===== config.mk =====
export PLATFORM = sky130hd
export DESIGN_NAME = fmps_readout_streamer
export DESIGN_NICKNAME = d
export VERILOG_FILES = /design/src/rtl/fmps_stream_pkg.sv /design/src/rtl/fmps_trigger_detect.sv /design/src/rtl/fmps_readout_streamer.sv
export SDC_FILE = /design/constraint.sdc
export NUM_CORES = 1
export LEC_CHECK = 0
export ABC_AREA = 1
export CORE_UTILIZATION = 52
export DETAILED_ROUTE_END_ITERATION = 8
export HOLD_SLACK_MARGIN = 0.1
export PLACE_DENSITY = 0.93
export SKIP_LAST_GASP = 1
export SYNTH_ARGS = -nofsm -noshare
export SYNTH_HDL_FRONTEND = slang
export SYNTH_SLANG_ARGS = --single-unit

===== constraint.sdc =====
create_clock -name sysClk -period 4.9 [get_ports sysClk]
set_clock_uncertainty 0.05 [all_clocks]
set_input_delay 0.98 -clock sysClk [delete_from_list [all_inputs] [get_ports sysClk]]
set_output_delay 0.98 -clock sysClk [all_outputs]
set_load 0.005 [all_outputs]

===== src/rtl/fmps_stream_pkg.sv =====
// Shared definitions for the FMPS readout streamer: FSM state encoding,
// CSR bit positions and the trailer index helper.
package fmps_stream_pkg;

    typedef enum logic [2:0] {
        ST_IDLE,
        ST_SCAN,
        ST_WAIT,
        ST_HOLD,
        ST_TRAILER
    } state_e;

    localparam int ACTIVE_BIT = 31;
    localparam int VALID_BIT  = 30;

    localparam int MAX_INDEX_WIDTH = 16;

    // All-ones index of the given width, used to tag trailer beats.
    function automatic logic [MAX_INDEX_WIDTH-1:0] trailer_index(input int w);
        logic [MAX_INDEX_WIDTH-1:0] ones;
        ones = '1;
        return ones >> (MAX_INDEX_WIDTH - w);
    endfunction

endpackage


===== src/rtl/fmps_trigger_detect.sv =====
// Readout trigger detection: CSR edge detect, one-deep pending latch and
// saturating missed-trigger counter.
// Ports: clk_i, rst_i (sync, active high), readout_active_i,
//   readout_valid_i, busy_i (scan in progress) -> start_o (start a scan
//   this cycle), missed_o (dropped trigger count).
module fmps_trigger_detect #(
    parameter int MISSED_WIDTH = 16
) (
    input  logic                    clk_i,
    input  logic                    rst_i,
    input  logic                    readout_active_i,
    input  logic                    readout_valid_i,
    input  logic                    busy_i,
    output logic                    start_o,
    output logic [MISSED_WIDTH-1:0] missed_o
);

    logic                    active_q;
    logic                    valid_q;
    logic                    pending_q;
    logic                    pending_d;
    logic [MISSED_WIDTH-1:0] missed_q;
    logic [MISSED_WIDTH-1:0] missed_d;
    logic                    trig;

    // Both edge sources in one cycle collapse into a single trigger.
    assign trig = (readout_valid_i & ~valid_q)
                | (~readout_active_i & active_q);

    assign start_o  = ~busy_i & (trig | pending_q);
    assign missed_o = missed_q;

    always_comb begin
        pending_d = pending_q;
        missed_d  = missed_q;
        if (start_o) begin
            pending_d = 1'b0;
        end else if (busy_i && trig) begin
            if (!pending_q) begin
                pending_d = 1'b1;
            end else if (missed_q != '1) begin
                missed_d = missed_q + 1'b1;
            end
        end
    end

    always_ff @(posedge clk_i) begin
        if (rst_i) begin
            active_q  <= 1'b0;
            valid_q   <= 1'b0;
            pending_q <= 1'b0;
            missed_q  <= '0;
        end else begin
            active_q  <= readout_active_i;
            valid_q   <= readout_valid_i;
            pending_q <= pending_d;
            missed_q  <= missed_d;
        end
    end

endmodule


===== src/rtl/fmps_readout_streamer.sv =====
// FMPS readout streamer: snapshots the presence bitmap on a trigger, walks
// the readout RAM and streams present entries as (index, data) beats with
// valid/ready handshake and a last flag.
// Ports: sysClk, sysReset (sync, active high), fmpsCSR, fmpsBitmapAll,
//   fmpsReadoutAddress/fmpsReadout (RAM), fmpsIndex/fmpsData/fmpsValid/
//   fmpsReady/fmpsLast (beat stream), fmpsBusy, fmpsMissedCount.
// Build option FMPS_STREAM_TRAILER_EN: append a trailer beat carrying the
//   beat count (index all-ones, last=1) after every scan.
module fmps_readout_streamer
    import fmps_stream_pkg::*;
#(
    parameter int INDEX_WIDTH  = 5,
    parameter int DATA_WIDTH   = 32,
    parameter int READ_LATENCY = 1,
    parameter int MISSED_WIDTH = 16
) (
    input  logic                     sysClk,
    input  logic                     sysReset,
    input  logic [31:0]              fmpsCSR,
    input  logic [2**INDEX_WIDTH-1:0] fmpsBitmapAll,
    output logic [INDEX_WIDTH-1:0]   fmpsReadoutAddress,
    input  logic [DATA_WIDTH-1:0]    fmpsReadout,
    output logic [INDEX_WIDTH-1:0]   fmpsIndex,
    output logic [DATA_WIDTH-1:0]    fmpsData,
    output logic                     fmpsValid,
    input  logic                     fmpsReady,
    output logic                     fmpsLast,
    output logic                     fmpsBusy,
    output logic [MISSED_WIDTH-1:0]  fmpsMissedCount
);

    localparam int N = 2**INDEX_WIDTH;
    localparam logic [INDEX_WIDTH-1:0] ADDR_MAX = '1;
    localparam logic [2:0] LAT = 3'(READ_LATENCY);

    state_e                 state_q;
    logic [N-1:0]           snap_q;
    logic [INDEX_WIDTH-1:0] addr_q;
    logic [2:0]             cnt_q;
    logic [2:0]             cnt_d;
    logic [INDEX_WIDTH-1:0] index_q;
    logic [DATA_WIDTH-1:0]  data_q;
    logic                   valid_q;
    logic                   last_q;
    logic                   fin_q;

    logic                   start;
    logic                   busy;
    logic                   hit;
    logic [N-1:0]           above;
    logic                   final_w;
    logic                   unused_csr;

`ifdef FMPS_STREAM_TRAILER_EN
    localparam logic [INDEX_WIDTH-1:0] TRAILER_IDX =
        INDEX_WIDTH'(trailer_index(INDEX_WIDTH));
    logic [INDEX_WIDTH:0]   beats_q;
`endif

    assign busy    = (state_q != ST_IDLE);
    assign hit     = snap_q[addr_q];
    // Snapshot bits strictly above the current address.
    assign above   = (snap_q >> addr_q) >> 1;
    assign final_w = (above == '0);
    assign cnt_d   = cnt_q - 3'd1;

    assign unused_csr = ^{fmpsCSR[29:0]};

    fmps_trigger_detect #(
        .MISSED_WIDTH (MISSED_WIDTH)
    ) u_trig (
        .clk_i            (sysClk),
        .rst_i            (sysReset),
        .readout_active_i (fmpsCSR[ACTIVE_BIT]),
        .readout_valid_i  (fmpsCSR[VALID_BIT]),
        .busy_i           (busy),
        .start_o          (start),
        .missed_o         (fmpsMissedCount)
    );

    always_ff @(posedge sysClk) begin
        if (sysReset) begin
            state_q <= ST_IDLE;
            snap_q  <= '0;
            addr_q  <= '0;
            cnt_q   <= '0;
            index_q <= '0;
            data_q  <= '0;
            valid_q <= 1'b0;
            last_q  <= 1'b0;
            fin_q   <= 1'b0;
`ifdef FMPS_STREAM_TRAILER_EN
            beats_q <= '0;
`endif
        end else begin
            unique case (state_q)
                ST_IDLE: begin
                    if (start) begin
                        snap_q  <= fmpsBitmapAll;
                        addr_q  <= '0;
                        state_q <= ST_SCAN;
`ifdef FMPS_STREAM_TRAILER_EN
                        beats_q <= '0;
`endif
                    end
                end
                ST_SCAN: begin
                    if (hit) begin
                        cnt_q   <= LAT;
                        state_q <= ST_WAIT;
                    end else if (addr_q == ADDR_MAX) begin
                        addr_q  <= '0;
`ifdef FMPS_STREAM_TRAILER_EN
                        index_q <= TRAILER_IDX;
                        data_q  <= DATA_WIDTH'(beats_q);
                        valid_q <= 1'b1;
                        last_q  <= 1'b1;
                        state_q <= ST_TRAILER;
`else
                        state_q <= ST_IDLE;
`endif
                    end else begin
                        addr_q <= addr_q + 1'b1;
                    end
                end
                ST_WAIT: begin
                    cnt_q <= cnt_d;
                    if (cnt_d == 3'd0) begin
                        data_q  <= fmpsReadout;
                        index_q <= addr_q;
                        valid_q <= 1'b1;
                        fin_q   <= final_w;
`ifdef FMPS_STREAM_TRAILER_EN
                        last_q  <= 1'b0;
`else
                        last_q  <= final_w;
`endif
                        state_q <= ST_HOLD;
                    end
                end
                ST_HOLD: begin
                    if (valid_q && fmpsReady) begin
                        valid_q <= 1'b0;
`ifdef FMPS_STREAM_TRAILER_EN
                        beats_q <= beats_q + 1'b1;
`endif
                        if (fin_q || addr_q == ADDR_MAX) begin
                            addr_q  <= '0;
`ifdef FMPS_STREAM_TRAILER_EN
                            index_q <= TRAILER_IDX;
                            data_q  <= DATA_WIDTH'(beats_q + 1'b1);
                            valid_q <= 1'b1;
                            last_q  <= 1'b1;
                            state_q <= ST_TRAILER;
`else
                            state_q <= ST_IDLE;
`endif
                        end else begin
                            addr_q  <= addr_q + 1'b1;
                            state_q <= ST_SCAN;
                        end
                    end
                end
                ST_TRAILER: begin
                    if (valid_q && fmpsReady) begin
                        valid_q <= 1'b0;
                        state_q <= ST_IDLE;
                    end
                end
                default: state_q <= ST_IDLE;
            endcase
        end
    end

    assign fmpsReadoutAddress = addr_q;
    assign fmpsIndex          = index_q;
    assign fmpsData           = data_q;
    assign fmpsValid          = valid_q;
    assign fmpsLast           = last_q;
    assign fmpsBusy           = busy;

endmodule


# Word-level counts from Yosys, hierarchy flattened
# Index checks and enable logic that the tools add are counted.
# classes
add_sub_neg	3
mul	0
n_div	0
magnitude_cmp	1
n_eq_ne	14
shift	1
muxes	21
n_bitwise	9
n_reduce_logical	19
# op_table
op	count
zero test 32 bit	1
right shift 32 x 5 -> 32 bit	1
2-to-1 mux 5 bit	5
2-to-1 mux 3 bit	7
adder 16 x 1 -> 16 bit (second input constant)	1
inequality test 16 bit (second input constant)	1
case mux 3 bit (5 select lines)	1
case mux 5 bit (3 select lines)	1
inequality test 2 bit (second input constant)	6
AND reduction 4 bit	2
equality test 3 x 2 -> 1 bit (second input constant)	2
zero test 3 bit	2
less-than comparator 5 x 6 -> 1 bit (second input constant)	1
case mux 3 bit (2 select lines)	1
AND reduction 2 bit	3
nonzero test 3 bit	2
adder 5 x 1 -> 5 bit (second input constant)	1
binary-select mux 1 bit (select 5 bit)	1
equality test 5 bit (second input constant)	1
AND reduction 5 bit	1
2-to-1 mux 1 bit	4
inverter 1 bit	4
nonzero test 2 bit	2
OR reduction 2 bit	2
11 further kinds	15
# word_totals
regBits	101
latchBits	0
mem_bits_rw	0
rom_bits	0
inputBits	99
out_inout_bits	61
elab_cells	80
memories	0

# Depth between registers and ports, before layout
# Gate-level depths: netlist of the first run.
# logic_depth
ltp_word	7
ltp_mapped	17
mapped_depth_nobuf	14

# Hierarchy
# Synthesis of the first run repeated with hierarchy kept, for this count alone.
# unflattened
hier_cells	844
area_unflattened_um2	5447.7
# modules_own_cells
module	instances	cells_per_inst	area_each_um2	seq_area_each_um2
fmps_readout_streamer	1	682	4337.9	1621.6
fmps_trigger_detect	1	162	1109.8	380.4

# Worst setup path after synthesis of the first run
# Ideal clock, no wire load.
# synth_path
path_type	in2reg
startpoint	input port fmpsCSR[30]
endpoint	register u_trig.missed_q[6], in the netlist u_trig.missed_o[6]
setup_time_ns	0.120
arrival_ns	2.012
required_ns	4.730
slack_ns	2.718
path_stages	11
n_path_buf	0
cell_sequence	inv_1 o22ai_1 inv_1 nor2_1 nand2_1 inv_1 nand2_2 nor3_1 nand3_1 nand2_1 a21oi_1
# synth_via
elab_chain_len	6
elab_cells_between_ends	7
classes_between	5 x bitwise; 2 x reduce/logical
# synth_lines
element	line_no	source
from (decl)	fmps_readout_streamer.sv:19	input logic [31:0] fmpsCSR,
bitwise AND 1 bit *	fmps_trigger_detect.sv:27	assign trig = (readout_valid_i & ~valid_q)
OR 1 bit *	fmps_trigger_detect.sv:28	| (~readout_active_i & active_q);
OR 1 bit	fmps_trigger_detect.sv:30	assign start_o = ~busy_i & (trig | pending_q);
bitwise AND 1 bit	fmps_trigger_detect.sv:30	
inverter 1 bit (no line)	-	
AND reduction 4 bit (no line) *	-	
to (signal assigned)	fmps_trigger_detect.sv:57	missed_q <= missed_d;
to (decl)	fmps_trigger_detect.sv:22	logic [MISSED_WIDTH-1:0] missed_q;
# Mark *: on every way between the ends. The rest lies on a longest branch, timed or not.
# A chain may end at the register's enable or synchronous reset.

==> results of run 1 <==
kinds of logic after synthesis:
logic type | share of synthesized area, %
buffers and inverters | 7.98
XOR/XNOR | 1.25
adder cells (fa/ha/maj) | 1.11
AO/OA/AOI/OAI | 12.6
flip-flops | 35.7
AND/OR/NAND/NOR | 41.4
layout make-up:
type                    count  area share (%)
flip-flops and latches    100            28.5
well taps                 136            2.42
repair buffers            136            19.1
multi-input cells         697            45.0
clock buffers              12            2.07
clock inverters             4           0.445
inverters                  44            2.42
worst max-delay path by stage:
stage / from / endpoint / cells past startpoint
global placement: sysReset / u_trig.missed_o[0]$_SDFFE_PP0P_ / 5
global route: sysReset / u_trig.missed_o[5]$_SDFFE_PP0P_ / 5
finish: sysReset / u_trig.missed_o[5]$_SDFFE_PP0P_ / 5
floorplan: fmpsCSR[30] / u_trig.missed_o[6]$_SDFFE_PP0P_ / 11
detailed placement: sysReset / u_trig.missed_o[5]$_SDFFE_PP0P_ / 5
CTS: sysReset / u_trig.missed_o[5]$_SDFFE_PP0P_ / 5
synth_stat cells, types with 3 or more instances:
library cell	number	share of area, %
o211ai_1	4	0.53
buf_2	12	1.1
a21oi_1	33	2.9
nor3_1	9	0.80
nor2_2	3	0.33
nor2_1	160	11
xor2_1	3	0.47
buf_6	7	1.4
dfxtp_1	100	36
clkbuf_1	27	1.8
a31oi_1	3	0.33
nand2_2	6	0.67
xnor2_1	5	0.78
nand2_1	234	16
nand3_1	121	11
a2111oi_0	3	0.47
nand4_1	8	0.89
ha_1	5	1.1
o21ai_0	82	7.3
buf_4	4	0.53
inv_1	38	2.5
inv_2	4	0.27
o21ai_1	3	0.27
stage by stage:
stage               power, W  utilization [%]  cells  area [µm²]  hold WS, ns
floorplan            0.00197                -    893        5620        0.394
global placement     0.00224             65.8   1113        6850        0.399
detailed placement   0.00227             65.8   1113        6850        0.405
CTS                  0.00276             67.5   1129        7030        0.422
global route         0.00302             67.5   1129        7030        0.439
finish               0.00276             67.5   1129        7030        0.422
layer usage:
metal | routed length (µm) | share of wire (%)
met1 | 6330 | 44
met2 | 7010 | 48
met5 | 0 | 0
met3 | 925 | 6.4
met4 | 272 | 1.9
power groups by stage:
| stage | Combinational [W] | Sequential [W] | Clock (W) |
|---|---|---|---|
| after floorplan | 0.000933 | 0.00104 | 0 |
| after global placement | 0.00117 | 0.00107 | 0 |
| after detailed placement | 0.00120 | 0.00107 | 0 |
| after CTS | 0.00121 | 0.00105 | 0.000501 |
| after global routing | 0.00140 | 0.00108 | 0.000539 |
| final | 0.00121 | 0.00106 | 0.000491 |
tightest hold or removal path: stages, from the launching register on:
cell     delay, ns
dfxtp_1       0.34
inv_1         0.05
a21oi_1       0.05
state kept, by name, indices dropped and copies added, names as in the netlist:
register,count
fmpsData,32
cnt_q,3
state_q,2
fmpsIndex,5
fmpsValid,1
u_trig.valid_q,1
fin_q,1
u_trig.missed_o,16
u_trig.active_q,1
fmpsReadoutAddress,5
snap_q,32
u_trig.pending_q,1
==> results.sh, run 1 <==
export IMPL_grt_ovfl_total=0
export IMPL_antenna_found_initial=0
export IMPL_cpPeakStageDelay_ns=0.79
export IMPL_whs_path_depth=2
export IMPL_setup_ws_ns=1.93
export IMPL_clkTransAtPathRegs_ns=0.10
export IMPL_rr_worst_depth=13
export IMPL_fin_tns_setup_ns=0
export IMPL_power_switching_fraction_pct=41.8
export IMPL_cts_made_buffers=9
export IMPL_worstReg2RegStart="fmpsReadoutAddress[1]$_SDFFE_PP0P_"
export IMPL_num_vias=6062
export IMPL_leakage_nw=2.96
export IMPL_clkSinkCount=100
export IMPL_yosys_warnings=0
export IMPL_htree_levels=3
export IMPL_reg2reg_slack_ns=2.45
export IMPL_max_cap_violations=0
export IMPL_clockBufferDepth=2
export IMPL_grt_max_degree=59
export IMPL_ff_latch_area_mm2=0.00200
export IMPL_grt_pass1_vias=5553
export IMPL_reg2reg_to="state_q[0]$_SDFFE_PP0P_"
export IMPL_postSynth_asyncResetShare_pct=0
export IMPL_postCtsHoldBufs=0
export IMPL_wl_per_cell_um=12.9
export IMPL_status="finished clean"
export IMPL_fillCellCount=910
export IMPL_rows=37
export IMPL_cts_setup_buffers=0
export IMPL_syn_area_mm2=0.00562
export IMPL_intPower_w=0.00161
export IMPL_final_cell_mix="nand2_1, nor2_1, clkdlybuf4s50_1"
export IMPL_multi_input_area_mm2=0.00317
export IMPL_crit_chain="clkdlybuf4s50_1 > inv_2 > buf_4 > o21ai_0 > a21oi_1"
export IMPL_synthCells=893
export IMPL_core_mm2=0.0104
export IMPL_avgSynthCellArea_um2=6.29
export IMPL_place_ws_ns=1.59
export IMPL_rsz0062_at_grt="false"
export IMPL_gp_congestion=0.898
export IMPL_die_w_um=106
export IMPL_cp_data_arrival_time_ns=3.22
export IMPL_first_pass_iters=5
export IMPL_dp_hpwl_um=10300
export IMPL_path_class="input port to register"
export IMPL_power_density_mw_per_mm2=393
export IMPL_setup_viol=0
export IMPL_synth_edf_count=0
export IMPL_setup_worst_path_end_class="register"
export IMPL_vias_per_cell=5.37
export IMPL_layout_commonest_cell="nand2_1"
export IMPL_pwr_share_clk_pct=17.8
export IMPL_synth_cell_types=35
export IMPL_switchingPower_w=0.00116
export IMPL_hold_viol=0
export IMPL_cp_data_required_time_ns=5.14
export IMPL_use_met2_pct=46.0
export IMPL_relSlewSlack_pct=39.9
export IMPL_die_area_mm2=0.0112
export IMPL_crit_buf_inv=3
export IMPL_min_delay_start="u_trig.missed_o[8]$_SDFFE_PP0P_"
export IMPL_whs_endpoint="u_trig.missed_o[8]$_SDFFE_PP0P_"
export IMPL_grtUsageTotal_pct=26.6
export IMPL_hold_class="register to register"
export IMPL_initial_core_util_pct=53.9
export IMPL_wl_um=14500
export IMPL_portBuffers=129
export IMPL_min_period_ns=2.97
export IMPL_clk_latency_ns=0.36
export IMPL_die_y_um=106
export IMPL_seqPwrFrac_pct=38.3
export IMPL_seq_area_frac_synth_pct=35.7
export IMPL_max_freq_mhz=336
export IMPL_start_kind="input port"
export IMPL_grt_pass1_wl_um=24800
export IMPL_cts_resized=0
export IMPL_synth_flop_cell="dfxtp_1"
export IMPL_cp_slowest_cell="inv_2"
export IMPL_synth_nets=997
export IMPL_worst_pin_slew_ns=0.900
export IMPL_period_share_pct=60.7
export IMPL_n_antenna_cell=0
export IMPL_ys_ff_latch=100
export IMPL_path_max_fanout=58
export IMPL_gr_usage_met3_pct=6.01
export IMPL_drt_first_iter_violations=283
export IMPL_critPathTopFamily="buffers and inverters"
export IMPL_grt_busiest_layer="met2"
export IMPL_drc_errors=0
export IMPL_cts_root_buf="clkbuf_8"
export IMPL_nets=1092
export IMPL_cts_tree="yes"
export IMPL_ant_nets=0
export IMPL_syn_to_final_growth_pct=25.2
export IMPL_slew_violations=0
export IMPL_vdd_drop_max_uv=211
export IMPL_drive_gt1_share_pct=4.33
export IMPL_combPwrFrac_pct=43.9
export IMPL_ios=160
export IMPL_grt_use_met1_pct=32.8
Power figures use the tool's default switching activity.
==> run 2: changes to the inputs <==
--- a/config.mk
+++ b/config.mk
@@ -6,10 +6,10 @@
 export NUM_CORES = 1
 export LEC_CHECK = 0
 export ABC_AREA = 1
-export CORE_UTILIZATION = 52
+export CORE_UTILIZATION = 48
 export DETAILED_ROUTE_END_ITERATION = 8
 export HOLD_SLACK_MARGIN = 0.1
-export PLACE_DENSITY = 0.93
+export PLACE_DENSITY = 0.87
 export SKIP_LAST_GASP = 1
 export SYNTH_ARGS = -nofsm -noshare
 export SYNTH_HDL_FRONTEND = slang
==> constraint.sdc (replaced) <==
create_clock -name sysClk -period 3.06 [get_ports sysClk]
set_clock_uncertainty 0.05 [all_clocks]
set_input_delay 0.612 -clock sysClk [delete_from_list [all_inputs] [get_ports sysClk]]
set_output_delay 0.612 -clock sysClk [all_outputs]
set_load 0.005 [all_outputs]
==> results.sh, run 2 (same netlist as run 1, synthesis figures left out) <==
export IMPL_stdcell_count=1142
export IMPL_first_pass_iters=5
export IMPL_total_power_w=0.00474
export IMPL_relSlewSlack_pct=49.0
export IMPL_gp_congestion=0.937
export IMPL_path_common_cell="nand2_1"
export IMPL_portBuffers=129
export IMPL_critPathTopFamily="simple AND/OR/NAND/NOR gates"
export IMPL_crit_chain="buf_4 > nand3_1 > nand2_1 > nand2_1 > nand2_1 > nand2_1 > nand2_1 > nand2_2 > nand3_4 > nand2_1 > o211ai_1 > inv_1"
export IMPL_layout_commonest_cell="nand2_1"
export IMPL_wl_per_cell_um=13.2
export IMPL_grt_ovfl_total=0
export IMPL_wl_um=15100
export IMPL_ff_latch_area_mm2=0.00200
export IMPL_fin_tns_setup_ns=0
export IMPL_grt_pass1_wl_um=25200
export IMPL_status="finished clean"
export IMPL_nets=1099
export IMPL_cts_root_buf="clkbuf_16"
export IMPL_grt_max_degree=40
export IMPL_min_period_ns=2.44
export IMPL_power_density_mw_per_mm2=659
export IMPL_path_class="register to register"
export IMPL_setup_worst_path_end_class="register"
export IMPL_period_share_pct=79.7
export IMPL_cp_slowest_cell="dfxtp_1"
export IMPL_vias_per_cell=5.35
export IMPL_slew_violations=0
export IMPL_seqPwrFrac_pct=35.8
export IMPL_multi_input_area_mm2=0.00317
export IMPL_n_antenna_cell=0
export IMPL_worst_pin_slew_ns=0.764
export IMPL_max_cap_violations=0
export IMPL_drt_first_iter_violations=422
export IMPL_postCtsHoldBufs=0
export IMPL_intPower_w=0.00282
export IMPL_worstReg2RegStart="fmpsReadoutAddress[1]$_SDFFE_PP0P_"
export IMPL_drc_errors=0
export IMPL_final_cell_mix="nand2_1, nor2_1, clkdlybuf4s50_1"
export IMPL_setup_ws_ns=0.621
export IMPL_path_max_fanout=19
export IMPL_start_kind="register"
export IMPL_crit_buf_inv=2
export IMPL_hold_class="register to register"
export IMPL_switchingPower_w=0.00193
export IMPL_max_freq_mhz=410
export IMPL_dpl_cell_count=1127
export IMPL_antenna_found_initial=0
export IMPL_htree_levels=3
export IMPL_fillCellCount=1075
export IMPL_rr_worst_depth=12
export IMPL_die_w_um=110
export IMPL_die_y_um=110
export IMPL_dp_hpwl_um=10500
export IMPL_num_vias=6109
export IMPL_combPwrFrac_pct=41.2
export IMPL_leakage_nw=3.04
export IMPL_reg2reg_to="cnt_q[0]$_SDFFE_PP0P_"
export IMPL_setup_viol=0
export IMPL_rows=39
export IMPL_vdd_drop_max_uv=408
export IMPL_grtUsageTotal_pct=26.3
export IMPL_grt_pass1_vias=5566
export IMPL_syn_to_final_growth_pct=28.2
export IMPL_core_mm2=0.0114
export IMPL_power_switching_fraction_pct=40.6
export IMPL_pwr_share_clk_pct=23.0
export IMPL_cts_tree="yes"
export IMPL_whs_path_depth=2
export IMPL_reg2reg_slack_ns=0.62
export IMPL_cts_made_buffers=9
export IMPL_clkTransAtPathRegs_ns=0.07
export IMPL_ant_nets=0
export IMPL_clockBufferDepth=2
export IMPL_cp_data_required_time_ns=3.25
export IMPL_die_area_mm2=0.0121
export IMPL_hold_viol=0
export IMPL_cts_setup_buffers=0
export IMPL_cp_data_arrival_time_ns=2.63
export IMPL_cts_resized=0
export IMPL_whs_endpoint="u_trig.missed_o[8]$_SDFFE_PP0P_"
export IMPL_clkSinkCount=100
export IMPL_fin_util_pct=63.1
export IMPL_cpPeakStageDelay_ns=0.72
export IMPL_place_ws_ns=0.395
export IMPL_rsz0062_at_grt="false"
export IMPL_clk_latency_ns=0.35
export IMPL_initial_core_util_pct=49.2
export IMPL_ios=160
export IMPL_drive_gt1_share_pct=5.01
export IMPL_min_delay_start="u_trig.missed_o[8]$_SDFFE_PP0P_"
-- run 2: cell types whose count changed in the layout (fill, tap and decap cells not counted) --
cell	previous run	this run
inv_8	0	2
clkinv_2	1	0
clkbuf_1	2	1
clkbuf_8	10	0
buf_12	0	1
clkinv_4	1	0
clkinvlp_4	0	2
clkbuf_16	0	9
buf_4	7	13
inv_6	2	1
-- run 2: worst max path at each step --
| stage | startpoint | end | slack (ns) | depth (start not counted) |
|---|---|---|---|---|
| after floorplan | fmpsReadoutAddress[3]$_SDFFE_PP0P_ | fmpsReadoutAddress[1]$_SDFFE_PP0P_ | 1.19 | 8 |
| after global placement | fmpsCSR[30] | u_trig.missed_o[15]$_SDFFE_PP0P_ | 0.45 | 14 |
| after detailed placement | fmpsCSR[30] | u_trig.missed_o[15]$_SDFFE_PP0P_ | 0.39 | 13 |
| after CTS | fmpsReadoutAddress[1]$_SDFFE_PP0P_ | cnt_q[0]$_SDFFE_PP0P_ | 0.70 | 12 |
| after global routing | fmpsReadoutAddress[1]$_SDFFE_PP0P_ | cnt_q[0]$_SDFFE_PP0P_ | 0.46 | 12 |
| final | fmpsReadoutAddress[1]$_SDFFE_PP0P_ | cnt_q[0]$_SDFFE_PP0P_ | 0.62 | 12 |
-- run 2: layout make-up --
| type | instances | area share, % |
|---|---|---|
| well taps | 143 | 2.48 |
| repair buffers | 143 | 19.6 |
| flip-flops and latches | 100 | 27.8 |
| clock inverters | 5 | 0.643 |
| clock buffers | 10 | 3.18 |
| multi-input cells | 697 | 44.0 |
| inverters | 44 | 2.36 |
-- run 2: worst register-to-register path, delay by kind of cell, from the launching register on --
family,cells,cell delay [ns]
buf+inv,2,0.42
simple gates,9,0.95
compound gates,1,0.20
flops,1,0.72
-- run 2: power by group through the flow --
stage / Sequential (W) / Combinational (W) / Clock [W]
after global placement: 0.00172 / 0.00190 / 0
final: 0.00170 / 0.00196 / 0.00109
after CTS: 0.00170 / 0.00194 / 0.00112
after detailed placement: 0.00172 / 0.00193 / 0
after floorplan: 0.00166 / 0.00149 / 0
after global routing: 0.00173 / 0.00226 / 0.00117
-- run 2: metrics by stage --
stage               hold WS [ns]  cell area, µm²
CTS                        0.425            7200
detailed placement         0.408            6930
global route               0.448            7200
finish                     0.423            7200
floorplan                  0.394            5620
global placement           0.402            6930
-- run 2: layer usage --
layer / track usage (%) / routed length (µm) / up-vias
met5: 0 / 0 / -
met4: 9.77 / 239 / 0
met3: 8.29 / 1200 / 21
met2: 44.8 / 7350 / 221
met1: 30.8 / 6320 / 2751
li1: - / - / 3116
